`config.mk`:
```
export PLATFORM = sky130hd
export DESIGN_NAME = adma_dm_wr_sched_flat
export DESIGN_NICKNAME = d
export VERILOG_FILES = /design/src/rtl/adma_dm_wr_sched_if.sv /design/src/rtl/adma_dm_wr_sched.sv /design/src/flat_wrapper.sv
export SDC_FILE = /design/constraint.sdc
export NUM_CORES = 1
export LEC_CHECK = 0
export ABC_AREA = 1
export CAP_MARGIN = 5
export CORE_AREA = 5 5 578 580
export CTS_BUF_LIST = sky130_fd_sc_hd__clkbuf_8
export CTS_CLUSTER_DIAMETER = 30
export DETAILED_ROUTE_END_ITERATION = 7
export DIE_AREA = 0 0 583 585
export DONT_BUFFER_PORTS = 1
export PLACE_DENSITY_LB_ADDON = 0.1
export SYNTH_ARGS = -nofsm -noshare
export SYNTH_HDL_FRONTEND = slang
export SYNTH_SLANG_ARGS = --single-unit
```
`constraint.sdc`:
```
create_clock -name clk -period 5.3 [get_ports clk]
set_clock_uncertainty 0.1 [all_clocks]
set_input_delay 1.06 -clock clk [delete_from_list [all_inputs] [get_ports clk]]
set_output_delay 1.06 -clock clk [all_outputs]
set_load 0.01 [all_outputs]
```
`src/rtl/adma_dm_wr_sched_if.sv`:
```
// Signal bundle between the write scheduler, the per-channel request/data buffers,
// the AXI AW register and the W engine.
interface adma_dm_wr_sched_if #(
  parameter int CH_NUM         = 4,
  parameter int ATX_ADDR_W     = 32,
  parameter int ATX_LEN_W      = 8,
  parameter int ATX_DST_DATA_W = 256
);
  logic [CH_NUM-1:0]                ch_req_vld;
  logic [CH_NUM*ATX_ADDR_W-1:0]     ch_req_addr;
  logic [CH_NUM*ATX_LEN_W-1:0]      ch_req_len;
  logic [CH_NUM-1:0]                ch_req_rdy;
  logic [CH_NUM*ATX_DST_DATA_W-1:0] ch_wdata;
  logic [CH_NUM-1:0]                ch_wdata_vld;
  logic [CH_NUM-1:0]                ch_wdata_rdy;
  logic [ATX_ADDR_W-1:0]            m_awaddr_o;
  logic [ATX_LEN_W-1:0]             m_awlen_o;
  logic                             m_awvalid_o;
  logic                             m_awready_i;
  logic [ATX_LEN_W-1:0]             atx_awlen;
  logic                             atx_vld;
  logic                             atx_rdy;
  logic [ATX_DST_DATA_W-1:0]        atx_wdata;
  logic                             atx_wdata_vld;
  logic                             atx_wdata_rdy;
  logic                             wr_idle;

  modport master (
    input  ch_req_vld, ch_req_addr, ch_req_len, ch_wdata, ch_wdata_vld,
    input  m_awready_i, atx_rdy, atx_wdata_rdy,
    output ch_req_rdy, ch_wdata_rdy, m_awaddr_o, m_awlen_o, m_awvalid_o,
    output atx_awlen, atx_vld, atx_wdata, atx_wdata_vld, wr_idle
  );

  modport slave (
    output ch_req_vld, ch_req_addr, ch_req_len, ch_wdata, ch_wdata_vld,
    output m_awready_i, atx_rdy, atx_wdata_rdy,
    input  ch_req_rdy, ch_wdata_rdy, m_awaddr_o, m_awlen_o, m_awvalid_o,
    input  atx_awlen, atx_vld, atx_wdata, atx_wdata_vld, wr_idle
  );
endinterface

```
`src/rtl/adma_dm_wr_sched.sv`:
```
// DMA write scheduler: round-robin AW issue across channels, an order FIFO of
// {channel, len}, and in-order steering of channel data onto the shared W path.
module adma_dm_wr_sched #(
  parameter int CH_NUM         = 4,
  parameter int CH_ID_W        = 2,
  parameter int ATX_ADDR_W     = 32,
  parameter int ATX_LEN_W      = 8,
  parameter int ATX_DST_DATA_W = 256,
  parameter int ATX_NUM_OSTD   = 4
) (
  input logic                clk,
  input logic                rst_n,
  adma_dm_wr_sched_if.master bus
);
  localparam int PTR_W = (ATX_NUM_OSTD > 1) ? $clog2(ATX_NUM_OSTD) : 1;
  localparam int CNT_W = $clog2(ATX_NUM_OSTD + 1);

  typedef struct packed {
    logic [CH_ID_W-1:0]   id;
    logic [ATX_LEN_W-1:0] len;
  } ord_t;

  logic [CH_ID_W-1:0]   rr_ptr;
  logic [CH_ID_W-1:0]   gnt_id;
  logic                 aw_free;
  logic                 issue;
  ord_t                 ord_mem [ATX_NUM_OSTD];
  logic [PTR_W-1:0]     wr_ptr;
  logic [PTR_W-1:0]     rd_ptr;
  logic [CNT_W-1:0]     ord_cnt;
  logic                 fifo_full;
  ord_t                 head;
  logic                 hv;
  logic                 hs;
  logic                 last_beat;
  logic                 pop;
  logic [ATX_LEN_W-1:0] beat_cnt;

  function automatic logic [CH_ID_W-1:0] rr_idx(input logic [CH_ID_W-1:0] base, input int k);
    int s;
    s = int'(base) + k;
    if (s >= CH_NUM) s -= CH_NUM;
    return CH_ID_W'(s);
  endfunction

  function automatic logic [PTR_W-1:0] ptr_inc(input logic [PTR_W-1:0] p);
    return (p == PTR_W'(ATX_NUM_OSTD - 1)) ? '0 : p + 1'b1;
  endfunction

  // Walk from the farthest offset back to rr_ptr so the last hit is the winner.
  always_comb begin
    gnt_id = rr_ptr;
    for (int k = CH_NUM - 1; k >= 0; k--) begin
      if (bus.ch_req_vld[rr_idx(rr_ptr, k)]) gnt_id = rr_idx(rr_ptr, k);
    end
  end

  assign fifo_full = (ord_cnt == CNT_W'(ATX_NUM_OSTD));
  assign aw_free   = !bus.m_awvalid_o || bus.m_awready_i;
  assign issue     = (|bus.ch_req_vld) && aw_free && bus.atx_rdy && !fifo_full;

  // NOTE: every output of a combinational block gets a default first, so no path
  // leaves it unassigned and no latch is inferred.
  always_comb begin
    bus.ch_req_rdy = '0;
    if (issue) bus.ch_req_rdy[gnt_id] = 1'b1;
  end

  assign bus.atx_vld   = issue;
  assign bus.atx_awlen = bus.ch_req_len[gnt_id*ATX_LEN_W +: ATX_LEN_W];

  assign head = ord_mem[rd_ptr];
  assign hv   = (ord_cnt != '0);

  assign bus.atx_wdata     = bus.ch_wdata[head.id*ATX_DST_DATA_W +: ATX_DST_DATA_W];
  assign bus.atx_wdata_vld = hv && bus.ch_wdata_vld[head.id];

  always_comb begin
    bus.ch_wdata_rdy = '0;
    if (hv && bus.atx_wdata_rdy) bus.ch_wdata_rdy[head.id] = 1'b1;
  end

  assign hs        = bus.atx_wdata_vld && bus.atx_wdata_rdy;
  assign last_beat = (beat_cnt == head.len);
  assign pop       = hs && last_beat;

  assign bus.wr_idle = !hv && !bus.m_awvalid_o;

  // NOTE: state registers use non-blocking assignments so every flop samples the
  // pre-edge values regardless of statement order.
  always_ff @(posedge clk or negedge rst_n) begin
    if (!rst_n) begin
      bus.m_awvalid_o <= 1'b0;
      bus.m_awaddr_o  <= '0;
      bus.m_awlen_o   <= '0;
      rr_ptr          <= '0;
    end else if (issue) begin
      bus.m_awvalid_o <= 1'b1;
      bus.m_awaddr_o  <= bus.ch_req_addr[gnt_id*ATX_ADDR_W +: ATX_ADDR_W];
      bus.m_awlen_o   <= bus.atx_awlen;
      rr_ptr          <= (gnt_id == CH_ID_W'(CH_NUM - 1)) ? '0 : gnt_id + 1'b1;
    end else if (bus.m_awready_i) begin
      bus.m_awvalid_o <= 1'b0;
    end
  end

  always_ff @(posedge clk or negedge rst_n) begin
    if (!rst_n) begin
      wr_ptr   <= '0;
      rd_ptr   <= '0;
      ord_cnt  <= '0;
      beat_cnt <= '0;
    end else begin
      if (issue) wr_ptr <= ptr_inc(wr_ptr);
      if (pop)   rd_ptr <= ptr_inc(rd_ptr);
      if (issue && !pop)      ord_cnt <= ord_cnt + 1'b1;
      else if (!issue && pop) ord_cnt <= ord_cnt - 1'b1;
      if (hs) beat_cnt <= last_beat ? '0 : beat_cnt + 1'b1;
    end
  end

  // NOTE: the order storage has no reset; entries are only read while ord_cnt
  // marks them valid, and ord_cnt itself is reset.
  always_ff @(posedge clk) begin
    if (issue) ord_mem[wr_ptr] <= '{id: gnt_id, len: bus.atx_awlen};
  end
endmodule

```
`src/flat_wrapper.sv`:
```
// flat-port wrapper written by rule: the top's interface ports become plain ports
module adma_dm_wr_sched_flat 
#(
  parameter int CH_NUM         = 4,
  parameter int CH_ID_W        = 2,
  parameter int ATX_ADDR_W     = 32,
  parameter int ATX_LEN_W      = 8,
  parameter int ATX_DST_DATA_W = 256,
  parameter int ATX_NUM_OSTD   = 4
)
  (clk, rst_n, bus_ch_req_vld, bus_ch_req_addr, bus_ch_req_len, bus_ch_wdata, bus_ch_wdata_vld, bus_m_awready_i, bus_atx_rdy, bus_atx_wdata_rdy, bus_ch_req_rdy, bus_ch_wdata_rdy, bus_m_awaddr_o, bus_m_awlen_o, bus_m_awvalid_o, bus_atx_awlen, bus_atx_vld, bus_atx_wdata, bus_atx_wdata_vld, bus_wr_idle);
  adma_dm_wr_sched_if #(.CH_NUM(CH_NUM), .ATX_ADDR_W(ATX_ADDR_W), .ATX_LEN_W(ATX_LEN_W), .ATX_DST_DATA_W(ATX_DST_DATA_W)) bus_i ();
  input logic clk;
  input logic rst_n;
  input wire logic [$bits(bus_i.ch_req_vld)-1:0] bus_ch_req_vld;
  input wire logic [$bits(bus_i.ch_req_addr)-1:0] bus_ch_req_addr;
  input wire logic [$bits(bus_i.ch_req_len)-1:0] bus_ch_req_len;
  input wire logic [$bits(bus_i.ch_wdata)-1:0] bus_ch_wdata;
  input wire logic [$bits(bus_i.ch_wdata_vld)-1:0] bus_ch_wdata_vld;
  input wire logic [$bits(bus_i.m_awready_i)-1:0] bus_m_awready_i;
  input wire logic [$bits(bus_i.atx_rdy)-1:0] bus_atx_rdy;
  input wire logic [$bits(bus_i.atx_wdata_rdy)-1:0] bus_atx_wdata_rdy;
  output wire logic [$bits(bus_i.ch_req_rdy)-1:0] bus_ch_req_rdy;
  output wire logic [$bits(bus_i.ch_wdata_rdy)-1:0] bus_ch_wdata_rdy;
  output wire logic [$bits(bus_i.m_awaddr_o)-1:0] bus_m_awaddr_o;
  output wire logic [$bits(bus_i.m_awlen_o)-1:0] bus_m_awlen_o;
  output wire logic [$bits(bus_i.m_awvalid_o)-1:0] bus_m_awvalid_o;
  output wire logic [$bits(bus_i.atx_awlen)-1:0] bus_atx_awlen;
  output wire logic [$bits(bus_i.atx_vld)-1:0] bus_atx_vld;
  output wire logic [$bits(bus_i.atx_wdata)-1:0] bus_atx_wdata;
  output wire logic [$bits(bus_i.atx_wdata_vld)-1:0] bus_atx_wdata_vld;
  output wire logic [$bits(bus_i.wr_idle)-1:0] bus_wr_idle;
  assign bus_i.ch_req_vld = bus_ch_req_vld;
  assign bus_i.ch_req_addr = bus_ch_req_addr;
  assign bus_i.ch_req_len = bus_ch_req_len;
  assign bus_i.ch_wdata = bus_ch_wdata;
  assign bus_i.ch_wdata_vld = bus_ch_wdata_vld;
  assign bus_i.m_awready_i = bus_m_awready_i;
  assign bus_i.atx_rdy = bus_atx_rdy;
  assign bus_i.atx_wdata_rdy = bus_atx_wdata_rdy;
  assign bus_ch_req_rdy = bus_i.ch_req_rdy;
  assign bus_ch_wdata_rdy = bus_i.ch_wdata_rdy;
  assign bus_m_awaddr_o = bus_i.m_awaddr_o;
  assign bus_m_awlen_o = bus_i.m_awlen_o;
  assign bus_m_awvalid_o = bus_i.m_awvalid_o;
  assign bus_atx_awlen = bus_i.atx_awlen;
  assign bus_atx_vld = bus_i.atx_vld;
  assign bus_atx_wdata = bus_i.atx_wdata;
  assign bus_atx_wdata_vld = bus_i.atx_wdata_vld;
  assign bus_wr_idle = bus_i.wr_idle;
  adma_dm_wr_sched #(.CH_NUM(CH_NUM), .CH_ID_W(CH_ID_W), .ATX_ADDR_W(ATX_ADDR_W), .ATX_LEN_W(ATX_LEN_W), .ATX_DST_DATA_W(ATX_DST_DATA_W), .ATX_NUM_OSTD(ATX_NUM_OSTD)) u_core (.clk(clk), .rst_n(rst_n), .bus(bus_i));
endmodule
```
# Word-level counts from Yosys, hierarchy flattened
# Memories as Yosys holds them, arrays and structs flattened.
# Index checks and enable logic that the tools add are counted.
[totals] ff_bits=58 mem_bits_rw=40 in_bits=1197 wordCells=98 memories=1
[op_classes] addsub=13 magnitude_cmp=12 n_eq_ne=5 shifts=3 muxes=34 n_reduce_logical=22
[memory_table] name="u_core.ord_mem" depth=4 width=10 read_ports=1 rd_clocked_by_memory_dff=0 wr=1 line_no="adma_dm_wr_sched.sv:27" source="ord_t ord_mem [ATX_NUM_OSTD];"
[op_table] op="$shiftx A1024 B11 Y256" count=1
[op_table] op="$shiftx A128 B8 Y32" count=1
[op_table] op="$shiftx A32 B6 Y8" count=1
[op_table] op="$mux W2" count=11
[op_table] op="$lt A2 B3 Y1 const B" count=6
[op_table] op="$logic_and A1 B1 Y1" count=12
[op_table] op="$mux W1" count=11
[op_table] op="$bmux W1 S2" count=5
[op_table] op="$ge A3 B3 Y1 const B" count=3
[op_table] op="$add A8 B1 Y8 const B" count=1
[op_table] op="$eq A8 B8 Y1" count=1
[op_table] op="$mux W4" count=2
[op_table] op="$mux W8" count=1
[op_table] op="$sub A2 B1 Y2 const B" count=4
[op_table] op="$add A2 B1 Y2 const B" count=3
[op_table] op="$add A2 B2 Y3 const B" count=2
[op_table] op="$eq A2 B2 Y1 const B" count=3
[op_table] op="$mux W3" count=2
[op_table] op="$logic_not A1 Y1" count=5
[op_table] op="$demux W1 S2" count=2
[op_table] op="$ge A2 B1 Y1 const B" count=2
[op_table] op="$reduce_bool A2 Y1" count=2
[op_table] op="$reduce_or A4 Y1" count=1
[op_table] op="$add A2 B1 Y3 const B" count=1
[op_table] op="other kinds (6)" count=6

# Logic depth before layout (Yosys ltp)
# Gate-level depths: netlist of the first run.
[logic_depth] word_depth=14 ltp_mapped=17

# Worst setup path before layout of the first run
# Ideal clock, no wire load.
[synth_path] kind="input -> output" start="input bus_ch_req_vld[3]" end="output bus_ch_req_rdy[2]" arrival_time_ps=2347 path_slack_ps=1793 path_stages=12 path_buffers=1 cell_sequence="inv_1 nand2_1 nand3_1 o21ai_1 nand2_1 nand2_1 nand2_1 nand2_1 clkbuf_1 ha_1 inv_1 nor2_1"
[synth_via] elab_chain_cells=11
[synth_rtl] item="start: declaration" line_no="flat_wrapper.sv:15" source="input wire logic [$bits(bus_i.ch_req_vld)-1:0] bus_ch_req_vld;"
[synth_rtl] item="$bmux W1 S2" line_no="adma_dm_wr_sched.sv:54" source="if (bus.ch_req_vld[rr_idx(rr_ptr, k)]) gnt_id = rr_idx(rr_ptr, k);"
[synth_rtl] item="$mux W1 (implied by the code)" line_no="adma_dm_wr_sched.sv:54"
[synth_rtl] item="$mux W2 (3 in a row)" line_no="adma_dm_wr_sched.sv:54"
[synth_rtl] item="$mux W2 *" line_no="adma_dm_wr_sched.sv:54"
[synth_rtl] item="via u_core.gnt_id[1]" line_no="adma_dm_wr_sched.sv:24" source="logic [CH_ID_W-1:0] gnt_id;"
[synth_rtl] item="$lt A2 B3 Y1 (implied by the code) / $ge A2 B1 Y1 (equally long branches)" line_no="adma_dm_wr_sched.sv:66" source="if (issue) bus.ch_req_rdy[gnt_id] = 1'b1;"
[synth_rtl] item="$logic_and A1 B1 Y1 (implied by the code)" line_no="adma_dm_wr_sched.sv:66"
[synth_rtl] item="$mux W1 (implied by the code)" line_no="adma_dm_wr_sched.sv:66"
[synth_rtl] item="$demux W1 S2 *"
[synth_rtl] item="$mux W4 *" line_no="adma_dm_wr_sched.sv:66"
[synth_rtl] item="end: declaration" line_no="flat_wrapper.sv:23" source="output wire logic [$bits(bus_i.ch_req_rdy)-1:0] bus_ch_req_rdy;"
# Mark *: on every way through the listed nets, which the timed path passes. The rest lies on a longest branch. The select of a mux whose other input is x is not followed.

# Worst setup path after layout of the first run
[layout_path] start="register u_core.rd_ptr[0]" end="output bus_atx_wdata[181]"
[layout_via] elab_chain_cells=2
[layout_rtl] item="start: declaration" line_no="adma_dm_wr_sched.sv:29" source="logic [PTR_W-1:0] rd_ptr;"
[layout_rtl] item="start signal: assignment" line_no="adma_dm_wr_sched.sv:115" source="if (pop) rd_ptr <= ptr_inc(rd_ptr);"
[layout_rtl] item="$mem_v2 Z4 W10"
[layout_rtl] item="$shiftx A1024 B11 Y256" line_no="adma_dm_wr_sched.sv:75" source="assign bus.atx_wdata = bus.ch_wdata[head.id*ATX_DST_DATA_W +: ATX_DST_DATA_W];"
[layout_rtl] item="end: declaration" line_no="flat_wrapper.sv:30" source="output wire logic [$bits(bus_i.atx_wdata)-1:0] bus_atx_wdata;"
# No other way between the ends.

==> results_dict.tcl, run 1 <==
set metrics [dict create \
    status "finished with violations" \
    violations "setup timing" \
    grt_util_all_layers 0.147 \
    clk_latency_ps 440 \
    fp.dieW_um 583 \
    wl_met1_mm 76.2 \
    port_buffers 0 \
    ant_nets 0 \
    yosysWarnings 0 \
    wl_per_cell_um 41.3 \
    ir_drop_uv 370 \
    drtPass1Iterations 5 \
    via_count 17300 \
    ys.flop_type "dfrtp_1" \
    path_clk_slew_ps 130 \
    cts_tree "done" \
    worstMarginPinSlew_ps 1190 \
    fin_util 0.0559 \
    drt-total-wl_mm 266 \
    clockRootBuffer "clkbuf_8" \
    antenna_found_initial 279 \
    grt_pass1_wl_mm 302 \
    dr_wl_met2_mm 152 \
    critPathSlowestCell "a22oi_1" \
    synth_nets 3133 \
    drt_iter0_markers 1563 \
    via_per_inst 2.69 \
    worstPathRequired_ps 4140 \
    syn_inst 1924 \
    synth_area_um2 11600 \
    place_hpwl_mm 247 \
    power.density_cell_area_nw_per_um2 699 \
    finalSetupViolCount 2 \
    drv_slew 0 \
    synth-seq-cells 98 \
    cts_buffer_depth 2 \
    critPathBufInv 2 \
    fin_nets 3130 \
    synth_edf_count 40 \
    htree_levels 3 \
    pwr-share-comb 0.830 \
    grt_pass1_vias 17000 \
    total_power_w 0.0128 \
    crit_family "simple AND/OR/NAND/NOR gates" \
    final_common_cell "nand2_1" \
    core_um2 329000 \
    period_needed_ps 5330 \
    final_cell_mix "nand2_1, nand3_1, a22oi_1" \
    met3WireLength_mm 21.0 \
    drive_above_1_share 0.116 \
    power_switching_w 0.00895 \
    setup_ws_ps -32.8 \
    hold_viol 0 \
    avgSynthCellArea_um2 6.04 \
    cp_max_fo 95 \
    max_freq_mhz 188 \
    synth_seq_area_share 0.228 \
    p_seq_frac 0.124 \
    area_growth_pct 58.1 \
    holdCritPathClass "input pin to async pin" \
    p_int_w 0.00388 \
    clkPwrFrac 0.046 \
    crit_type "flop to output pin" \
    leakage_nw 5.77 \
    tritoncts.num_buffers 9 \
    initial_core_util 0.0353 \
    period_share 1.01 \
    rsz0062_at_grt "false" \
    die_h_um 585 \
    globalplace.congestion 0.956 \
    grt-ovfl-total 0 \
    maxCapViolCount 0 \
    clock-sinks 98 \
    dr.max_layer_used "met5" \
    drc 0 \
    die_area_um2 341000 \
    crit_arrival_ps 4170 \
    power_switching_share 0.698 \
    crit_chain "or2_1 > o211ai_1 > nand2_2 > nand2_1 > inv_12 > buf_4 > a22oi_1 > nand3_1" \
    grt_max_degree 96 \
    synthArstFlopShare 0.592 \
    slew_headroom 0.209 \
    rows 211 \
    ios 1513 \
    end_kind "output pin" \
    ys_types 37 \
    max_stage_delay_ps 940 \
    cp-start-kind "flop" \
]
## state kept, by name, indices dropped and copies added, names as in the netlist
register and flops:
u_core.bus.m_awvalid_o 1, u_core.beat_cnt 8, u_core.wr_ptr 2, u_core.bus.m_awaddr_o 32
u_core.ord_cnt 3, u_core.rd_ptr 2, u_core.bus.m_awlen_o 8, u_core.ord_mem 40
u_core.rr_ptr 2
## power by group through the flow
stage          logic, W  registers, W  clock network (W)
6_report         0.0107       0.00159           0.000586
4_1_cts          0.0111       0.00161           0.000631
5_1_grt          0.0114       0.00166           0.000645
3_5_place_dp     0.0110       0.00161                  0
2_1_floorplan   0.00513       0.00143                  0
3_3_place_gp     0.0111       0.00165                  0
## cell type report
| type | instances | area [um2] |
|---|---|---|
| inverters | 46 | 203 |
| fillers | 39300 | 310000 |
| multi-input cells | 1617 | 8090 |
| repair buffers | 149 | 1370 |
| clock inverters | 7 | 87.6 |
| flip-flops and latches | 98 | 2660 |
| diodes | 149 | 373 |
| clock buffers | 9 | 124 |
| well taps | 4366 | 5460 |
## routing by layer
layer,vias up,GRT usage
li1,6829,-
met4,64,0.0814
met3,533,0.0445
met1,8306,0.125
met2,1566,0.300
met5,-,0
## logic make-up (layout without fill, tap and decap cells)
group / Yosys count / count (layout) / share of synthesized area
DFF: 98 / 98 / 0.228
adders and majority gates: 12 / 12 / 0.0136
and+or+nand+nor: 1315 / 1315 / 0.485
buffers and inverters: 209 / 211 / 0.0871
AOI/OAI and AO/OA: 275 / 275 / 0.174
other: 0 / 149 / 0
muxes: 1 / 1 / 0.000970
xor gates and xnor gates: 14 / 14 / 0.0106
## worst paths after layout
check                      slack (ps)                                  start  cells past startpoint                               endpoint
min reg2reg                       470  u_core.bus.m_awaddr_o[26]$_DFFE_PN0P_                      2  u_core.bus.m_awaddr_o[26]$_DFFE_PN0P_
max                               -30           u_core.rd_ptr[0]$_DFFE_PN0P_                      8                     bus_atx_wdata[181]
min                               190                                  rst_n                      0  u_core.bus.m_awaddr_o[15]$_DFFE_PN0P_
min in group clk                  470  u_core.bus.m_awaddr_o[26]$_DFFE_PN0P_                      2  u_core.bus.m_awaddr_o[26]$_DFFE_PN0P_
max in group asynchronous        4750                                  rst_n                      0  u_core.bus.m_awaddr_o[21]$_DFFE_PN0P_
max reg2reg                      1610     u_core.bus.m_awvalid_o$_DFFE_PN0P_                      7         u_core.ord_mem[1][1]$_DFFE_PP_
## stage by stage
step	cells	hold slack, ps	TNS (ps)	setup slack [ps]	area [um2]
final	6441	187	-65.1	-32.8	18400
after global routing	6409	136	0	17.3	18300
after CTS	6292	128	0	1.31	18000
after detailed placement	6276	447	-1120	-210	17700
after global placement	6268	464	-6710	-919	17500
after floorplan	1924	396	0	1790	11600
## Yosys cell counts (2+ instances only)
library cell,number,area [um2]
nand2_1,775,2910
buf_1,4,15.0
ha_1,11,138
nand4_1,4,25.0
a21oi_1,2,10.0
buf_2,104,521
nor2_1,23,86.3
clkbuf_1,40,150
xnor2_1,2,17.5
buf_4,5,37.5
nand3_1,482,2410
edfxtp_1,40,1200
a22oi_1,256,1920
inv_2,13,48.8
xor2_1,12,105
nand2_2,7,43.8
buf_6,10,113
nor4_1,2,12.5
dfrtp_1,58,1450
o21ai_1,7,35.0
nor3_1,6,30.0
o21ai_0,8,40.0
nor2_2,2,12.5
and2_1,8,50.1
inv_1,31,116
## repair_timing
item | 4_1_cts | 5_1_grt
gates resized for setup | 22 | 6
pin swaps | 0 | 3
setup endpoints to repair | 38 | 14
hold buffers | 0 | 0
buffers inserted | 0 | 0
(Power assumes the default switching activity.)
==> run 2: changes to the inputs <==
Settings changed: ABC_CLOCK_PERIOD_IN_PS from default to 5300.
==> results of run 2 <==
Same layout as run 1: the final DEF is identical, and so are final timing and power.
